`src/rtl/lamp_ramp_if.sv`:
```
// lamp_ramp_if
// Purpose : groups the settings-side request signals and the lamp-side status
//           signals of lamp_ramp_ctrl into one bundle.
// Signals : update/tcode/ulight/lenght  - request from the room-settings front end
//           target_lights/active_lights - lamp counts toward the driver bank
//           busy/code_err               - status
// Modports: master (front end / bench), slave (lamp_ramp_ctrl)
interface lamp_ramp_if #(
    parameter int W = 4
);
    logic         update;
    logic [3:0]   tcode;
    logic [W-1:0] ulight;
    logic [W-1:0] lenght;
    logic [W-1:0] target_lights;
    logic [W-1:0] active_lights;
    logic         busy;
    logic         code_err;

    modport master (
        output update, tcode, ulight, lenght,
        input  target_lights, active_lights, busy, code_err
    );

    modport slave (
        input  update, tcode, ulight, lenght,
        output target_lights, active_lights, busy, code_err
    );
endinterface

```
`src/rtl/lamp_ramp_ctrl.sv`:
```
// lamp_ramp_ctrl
// Purpose : samples a time code, user light level and room length on a strobe,
//           decodes a target lamp count and ramps the driven lamp count toward
//           it one lamp every STEP_CYCLES clocks (soft start / soft stop).
// Ports   : clk   - system clock, rising edge
//           rst_n - asynchronous active-low reset
//           bus   - lamp_ramp_if.slave (update, tcode, ulight, lenght in;
//                   target_lights, active_lights, busy, code_err out)
// Macro   : INSTANT_OFF_EN - when defined, a zero target switches all lamps
//           off on the next clock instead of ramping down.
//
// state     | meaning
// ----------+------------------------------------------------------------
// IDLE      | active_lights == target_lights, step counter held at 0
// RAMP_UP   | counting toward the next +1 step of active_lights
// RAMP_DOWN | counting toward the next -1 step of active_lights
module lamp_ramp_ctrl #(
    parameter int W           = 4,
    parameter int LEN_DIV     = 4,
    parameter int MAX_LAMPS   = 15,
    parameter int STEP_CYCLES = 8
) (
    input  logic        clk,
    input  logic        rst_n,
    lamp_ramp_if.slave  bus
);
    localparam int           CW    = (STEP_CYCLES > 1) ? $clog2(STEP_CYCLES) : 1;
    localparam logic [CW-1:0] LAST = CW'(STEP_CYCLES - 1);
    localparam logic [W-1:0]  MAXL = W'(MAX_LAMPS);

    typedef enum logic [1:0] {
        IDLE      = 2'd0,
        RAMP_UP   = 2'd1,
        RAMP_DOWN = 2'd2
    } state_t;

    state_t        r_state, w_state_nxt;
    logic [W-1:0]  r_target;
    logic [W-1:0]  r_active, w_active_nxt;
    logic [CW-1:0] r_cnt, w_cnt_nxt;
    logic          r_code_err;

    logic [31:0]   w_len_div;
    logic [W-1:0]  w_len_sat;
    logic [W-1:0]  w_user_sat;

    // Divide in 32 bits so LEN_DIV may exceed the W-bit range.
    assign w_len_div  = 32'(bus.lenght) / 32'(LEN_DIV);
    assign w_len_sat  = (w_len_div > 32'(MAX_LAMPS)) ? MAXL : w_len_div[W-1:0];
    assign w_user_sat = (bus.ulight > MAXL) ? MAXL : bus.ulight;

    always_ff @(posedge clk or negedge rst_n) begin
        if (!rst_n) begin
            r_target   <= '0;
            r_code_err <= 1'b0;
        end else begin
            r_code_err <= 1'b0;
            if (bus.update) begin
                case (bus.tcode)
                    4'b0000, 4'b0001, 4'b0010: r_target <= '0;
                    4'b0100:                   r_target <= w_len_sat;
                    4'b1000:                   r_target <= w_user_sat;
                    default:                   r_code_err <= 1'b1;
                endcase
            end
        end
    end

    always_ff @(posedge clk or negedge rst_n) begin
        if (!rst_n) begin
            r_state  <= IDLE;
            r_active <= '0;
            r_cnt    <= '0;
        end else begin
            r_state  <= w_state_nxt;
            r_active <= w_active_nxt;
            r_cnt    <= w_cnt_nxt;
        end
    end

    always_comb begin
        w_state_nxt  = r_state;
        w_active_nxt = r_active;
        w_cnt_nxt    = r_cnt;
        unique case (r_state)
            IDLE: begin
                w_cnt_nxt = '0;
                if (r_target > r_active)      w_state_nxt = RAMP_UP;
                else if (r_target < r_active) w_state_nxt = RAMP_DOWN;
            end
            RAMP_UP: begin
                if (r_target == r_active) begin
                    w_state_nxt = IDLE;
                    w_cnt_nxt   = '0;
                end else if (r_target < r_active) begin
                    w_state_nxt = RAMP_DOWN;
                    w_cnt_nxt   = '0;
                end else if (r_cnt == LAST) begin
                    w_active_nxt = r_active + W'(1);
                    w_cnt_nxt    = '0;
                    if ((r_active + W'(1)) == r_target) w_state_nxt = IDLE;
                end else begin
                    w_cnt_nxt = r_cnt + CW'(1);
                end
            end
            RAMP_DOWN: begin
                if (r_target == r_active) begin
                    w_state_nxt = IDLE;
                    w_cnt_nxt   = '0;
                end else if (r_target > r_active) begin
                    w_state_nxt = RAMP_UP;
                    w_cnt_nxt   = '0;
                end else if (r_cnt == LAST) begin
                    w_active_nxt = r_active - W'(1);
                    w_cnt_nxt    = '0;
                    if ((r_active - W'(1)) == r_target) w_state_nxt = IDLE;
                end else begin
                    w_cnt_nxt = r_cnt + CW'(1);
                end
            end
            default: begin
                w_state_nxt = IDLE;
                w_cnt_nxt   = '0;
            end
        endcase
`ifdef INSTANT_OFF_EN
        if (r_target == '0) begin
            w_active_nxt = '0;
            w_state_nxt  = IDLE;
            w_cnt_nxt    = '0;
        end
`endif
    end

    assign bus.target_lights = r_target;
    assign bus.active_lights = r_active;
    assign bus.busy          = (r_active != r_target);
    assign bus.code_err      = r_code_err;
endmodule
```
`src/flat_wrapper.sv`:
```
// flat-port wrapper written by rule: the top's interface ports become plain ports
module lamp_ramp_ctrl_flat 
#(
    parameter int W           = 4,
    parameter int LEN_DIV     = 4,
    parameter int MAX_LAMPS   = 15,
    parameter int STEP_CYCLES = 8
)
  (clk, rst_n, bus_update, bus_tcode, bus_ulight, bus_lenght, bus_target_lights, bus_active_lights, bus_busy, bus_code_err);
  lamp_ramp_if #(.W(W)) bus_i ();
  input  logic clk;
  input  logic rst_n;
  input wire logic [$bits(bus_i.update)-1:0] bus_update;
  input wire logic [$bits(bus_i.tcode)-1:0] bus_tcode;
  input wire logic [$bits(bus_i.ulight)-1:0] bus_ulight;
  input wire logic [$bits(bus_i.lenght)-1:0] bus_lenght;
  output wire logic [$bits(bus_i.target_lights)-1:0] bus_target_lights;
  output wire logic [$bits(bus_i.active_lights)-1:0] bus_active_lights;
  output wire logic [$bits(bus_i.busy)-1:0] bus_busy;
  output wire logic [$bits(bus_i.code_err)-1:0] bus_code_err;
  assign bus_i.update = bus_update;
  assign bus_i.tcode = bus_tcode;
  assign bus_i.ulight = bus_ulight;
  assign bus_i.lenght = bus_lenght;
  assign bus_target_lights = bus_i.target_lights;
  assign bus_active_lights = bus_i.active_lights;
  assign bus_busy = bus_i.busy;
  assign bus_code_err = bus_i.code_err;
  lamp_ramp_ctrl #(.W(W), .LEN_DIV(LEN_DIV), .MAX_LAMPS(MAX_LAMPS), .STEP_CYCLES(STEP_CYCLES)) u_core (.clk(clk), .rst_n(rst_n), .bus(bus_i));
endmodule
```
`config.mk`:
```
export PLATFORM = sky130hd
export DESIGN_NAME = lamp_ramp_ctrl_flat
export DESIGN_NICKNAME = d
export VERILOG_FILES = /design/src/rtl/lamp_ramp_if.sv /design/src/rtl/lamp_ramp_ctrl.sv /design/src/flat_wrapper.sv
export SDC_FILE = /design/constraint.sdc
export NUM_CORES = 1
export LEC_CHECK = 0
export ABC_AREA = 1
export CAP_MARGIN = 20
export CELL_PAD_IN_SITES_DETAIL_PLACEMENT = 0
export CELL_PAD_IN_SITES_GLOBAL_PLACEMENT = 1
export CORE_ASPECT_RATIO = 0.75
export CORE_MARGIN = 3
export CORE_UTILIZATION = 36
export DETAILED_ROUTE_END_ITERATION = 8
export PLACE_DENSITY = 0.86
export SKIP_LAST_GASP = 1
export SYNTH_ARGS = -nofsm -noshare
export SYNTH_HDL_FRONTEND = slang
export SYNTH_SLANG_ARGS = --single-unit
```
`constraint.sdc`:
```
create_clock -name clk -period 2.7 [get_ports clk]
set_clock_uncertainty 0.15 [all_clocks]
set_input_delay 0.405 -clock clk [delete_from_list [all_inputs] [get_ports clk]]
set_output_delay 0.405 -clock clk [all_outputs]
set_load 0.01 [all_outputs]
```
==> out/qor.yml <==
outcome:
  status: "completed"
route:
  drtAntennaViolNets: 0
  drt_first_pass_iters: 6
  routed_wl_mm: 2.90
  routed.top_layer: "met4"
  wl_met2_mm: 1.31
  wl_met3_um: 177
  drcViolationCount: 0
  vias_per_cell: 4.92
  drt_iter0_drc: 86
  drt-met1-wl_mm: 1.41
  wl_per_cell_um: 12.3
  vias: 1161
setup_path:
  crit_arrival_ns: 1.98
  worst-path-buf-inv: 3
  worstPathRequired_ns: 2.14
  crit_type: "reg -> out"
  cp-start-kind: "flip-flop"
  crit_fanout: 8
  crit_family: "buffers and inverters"
  slowest_delay_ns: 0.55
  cp_cell_sequence: "inv_1, ha_1, nand2_1, inv_2, nand3_4, clkdlybuf4s50_1"
  endpoint_kind: "output pin"
  crit_path_top_delay_cell: "clkdlybuf4s50_1"
clock_network:
  cts_tree: "yes"
  cts_buffers: 3
  clk_pin_slew_ns: 0.06
  cts_sinks: 14
  cts_setup_buffers: 0
  cts_resized: 0
  htreeDepth: 1
  cts_hold_buf: 0
  clk_path_buf_depth: 2
  insertion_delay_ns: 0.25
  root_buffer: "clkbuf_8"
sta:
  fmax_ghz: 0.395
  slew_headroom_pct: 53.8
  tightest_slew_ns: 0.691
  period_minus_slack_ns: 2.53
  final-hold-violation-count: 0
  setup_violations: 0
  drv_slew: 0
  whs_ns: 0.279
  rsz0062_at_grt: "no"
  tns_ns: 0
  min_period_over_period_pct: 93.8
power_and_ir_drop:
  switching_share_pct: 48.5
  seqPwrFrac_pct: 23.4
  p_sw_uw: 765
  comb_power_share_pct: 63.3
  clockPowerShare_pct: 13.2
  power.internal_uw: 811
  ir_drop_mv: 0.398
  p_per_area_mw_per_mm2: 1040
  report.power.total_uw: 1580
  leakage_uw: 0.000776
layout:
  final_common_cell: "nand2_1"
  final_cells: 236
  antennaDiodeCount: 0
  layout-drive-gt1-share_pct: 12.1
  final_cell_mix: "nand2_1, inv_1, clkdlybuf4s50_1"
  fin_nets: 226
  final_area_mm2: 0.00152
  syn_to_final_growth_pct: 25.8
worst_hold_path:
  hold_class: "reg -> reg"
die:
  start_util_pct: 39.4
  die_x_um: 72.9
  die_height_um: 56.2
  rows: 17
  design.core.area_mm2: 0.00306
  die_area_mm2: 0.00409
  io_pins: 25
synth:
  ys_ff_latch: 14
  syn_nets: 200
  syn_inst: 173
  seq_area_frac_synth_pct: 29.0
  synth_cell_types: 25
  ys_warn_count: 0
  postSynthAreaPerCell_um2: 6.98
  netlist_area_mm2: 0.00121
job:
  maxCapViolCount: 0
global_routing:
  grt_overflow: 0
  grt.total_usage_pct: 15.4
  grt_max_degree: 15
  grt_pass1_wl_mm: 4.90
  grt_antenna_before_repair: 0
  grt_pass1_vias: 1064
place:
  gp_congestion: 0.758
  dpl_cell_area_mm2: 0.00146
  io_buffers: 22
  hpwl_mm: 2.33
  dp_cells: 232
## synthesized netlist by cell type
library cell	instances	area, um^2
dfrtp_1	14	350
nand4_1	7	43.8
a21oi_1	4	20.0
inv_1	22	82.6
a31o_2	1	8.76
xnor2_1	1	8.76
a21oi_2	1	8.76
nand3_1	21	105
o21ai_0	3	15.0
buf_6	1	11.3
nor2_4	1	11.3
inv_4	1	6.26
nand3_4	1	17.5
nand2_2	6	37.5
xor2_1	1	8.76
ha_1	12	150
a31oi_1	2	12.5
nor2_2	1	6.26
o21ai_1	4	20.0
nor3b_1	1	7.51
nor2_1	19	71.3
inv_2	5	18.8
nor3_1	1	5.00
nand3_2	3	30.0
nand2_1	40	150
## path summary, 6_finish.rpt
kind / cells past startpoint / endpoint / from / slack [ns]
min in group asynchronous: 1 / u_core.bus.target_lights[0] / rst_n / 0.42
min: 1 / u_core.r_cnt[0] / u_core.r_cnt[0] / 0.28
max reg2reg: 12 / u_core.r_state[1] / u_core.bus.active_lights[1] / 0.60
min reg2reg: 1 / u_core.r_cnt[0] / u_core.r_cnt[0] / 0.28
max in group asynchronous: 1 / u_core.bus.target_lights[3] / rst_n / 1.54
max: 6 / bus_busy / u_core.bus.active_lights[3] / 0.17
## per-layer routing
layer | vias to the layer above | GRT usage (%)
met1 | 511 | 21.3
met4 | 0 | 2.37
li1 | 611 | -
met5 | - | 0
met3 | 2 | 4.69
met2 | 37 | 23.9
## cell type report
type / count / area, um^2
fillers: 305 / 1540
multi-input cells: 130 / 738
flip-flops and latches: 14 / 350
repair buffers: 22 / 220
inverters: 28 / 108
clock buffers: 4 / 55.1
well taps: 38 / 47.5
## power groups by stage
stage	logic [uW]	clock network (uW)	registers (uW)
after floorplan	755	0	353
after global placement	970	0	368
after detailed placement	994	0	372
after CTS	1000	218	368
after global routing	1140	230	381
final	998	209	370
## worst reg2reg max path, cell delays in order, from the launching register on
cell     delay (ns)
dfrtp_1        0.52
inv_1          0.12
ha_1           0.36
nand2_1        0.09
nand2_1        0.07
nand2_2        0.10
nand2_2        0.09
nand3_1        0.10
nand2_1        0.10
nor2_2         0.11
nand3_2        0.08
nand2_1        0.06
nand2_1        0.05
## flip-flops by register name (all words and copies together) (netlist names)
signal and flops:
u_core.bus.code_err 1, u_core.r_state 2, u_core.bus.target_lights 4, u_core.bus.active_lights 4
u_core.r_cnt 3
## kinds of logic (layout without fill, tap and decap cells)
family                     after synthesis  after routing  share of synthesized area [%]
buffers and inverters                   29             54                           9.85
adders and majority gates               12             12                           12.4
and+or+nand+nor                        101            101                           40.2
AOI/OAI and AO/OA                       15             15                           7.05
xor gates and xnor gates                 2              2                           1.45
DFF                                     14             14                           29.0
## through the flow
stage                     setup WS, ns  util (%)
final                            0.168      49.6
after global routing            0.0684      49.6
after CTS                        0.163      49.6
after detailed placement         0.429      47.8
after global placement           0.441      47.8
after floorplan                  0.764         -
Note: power is estimated with default switching activity, not from simulation.
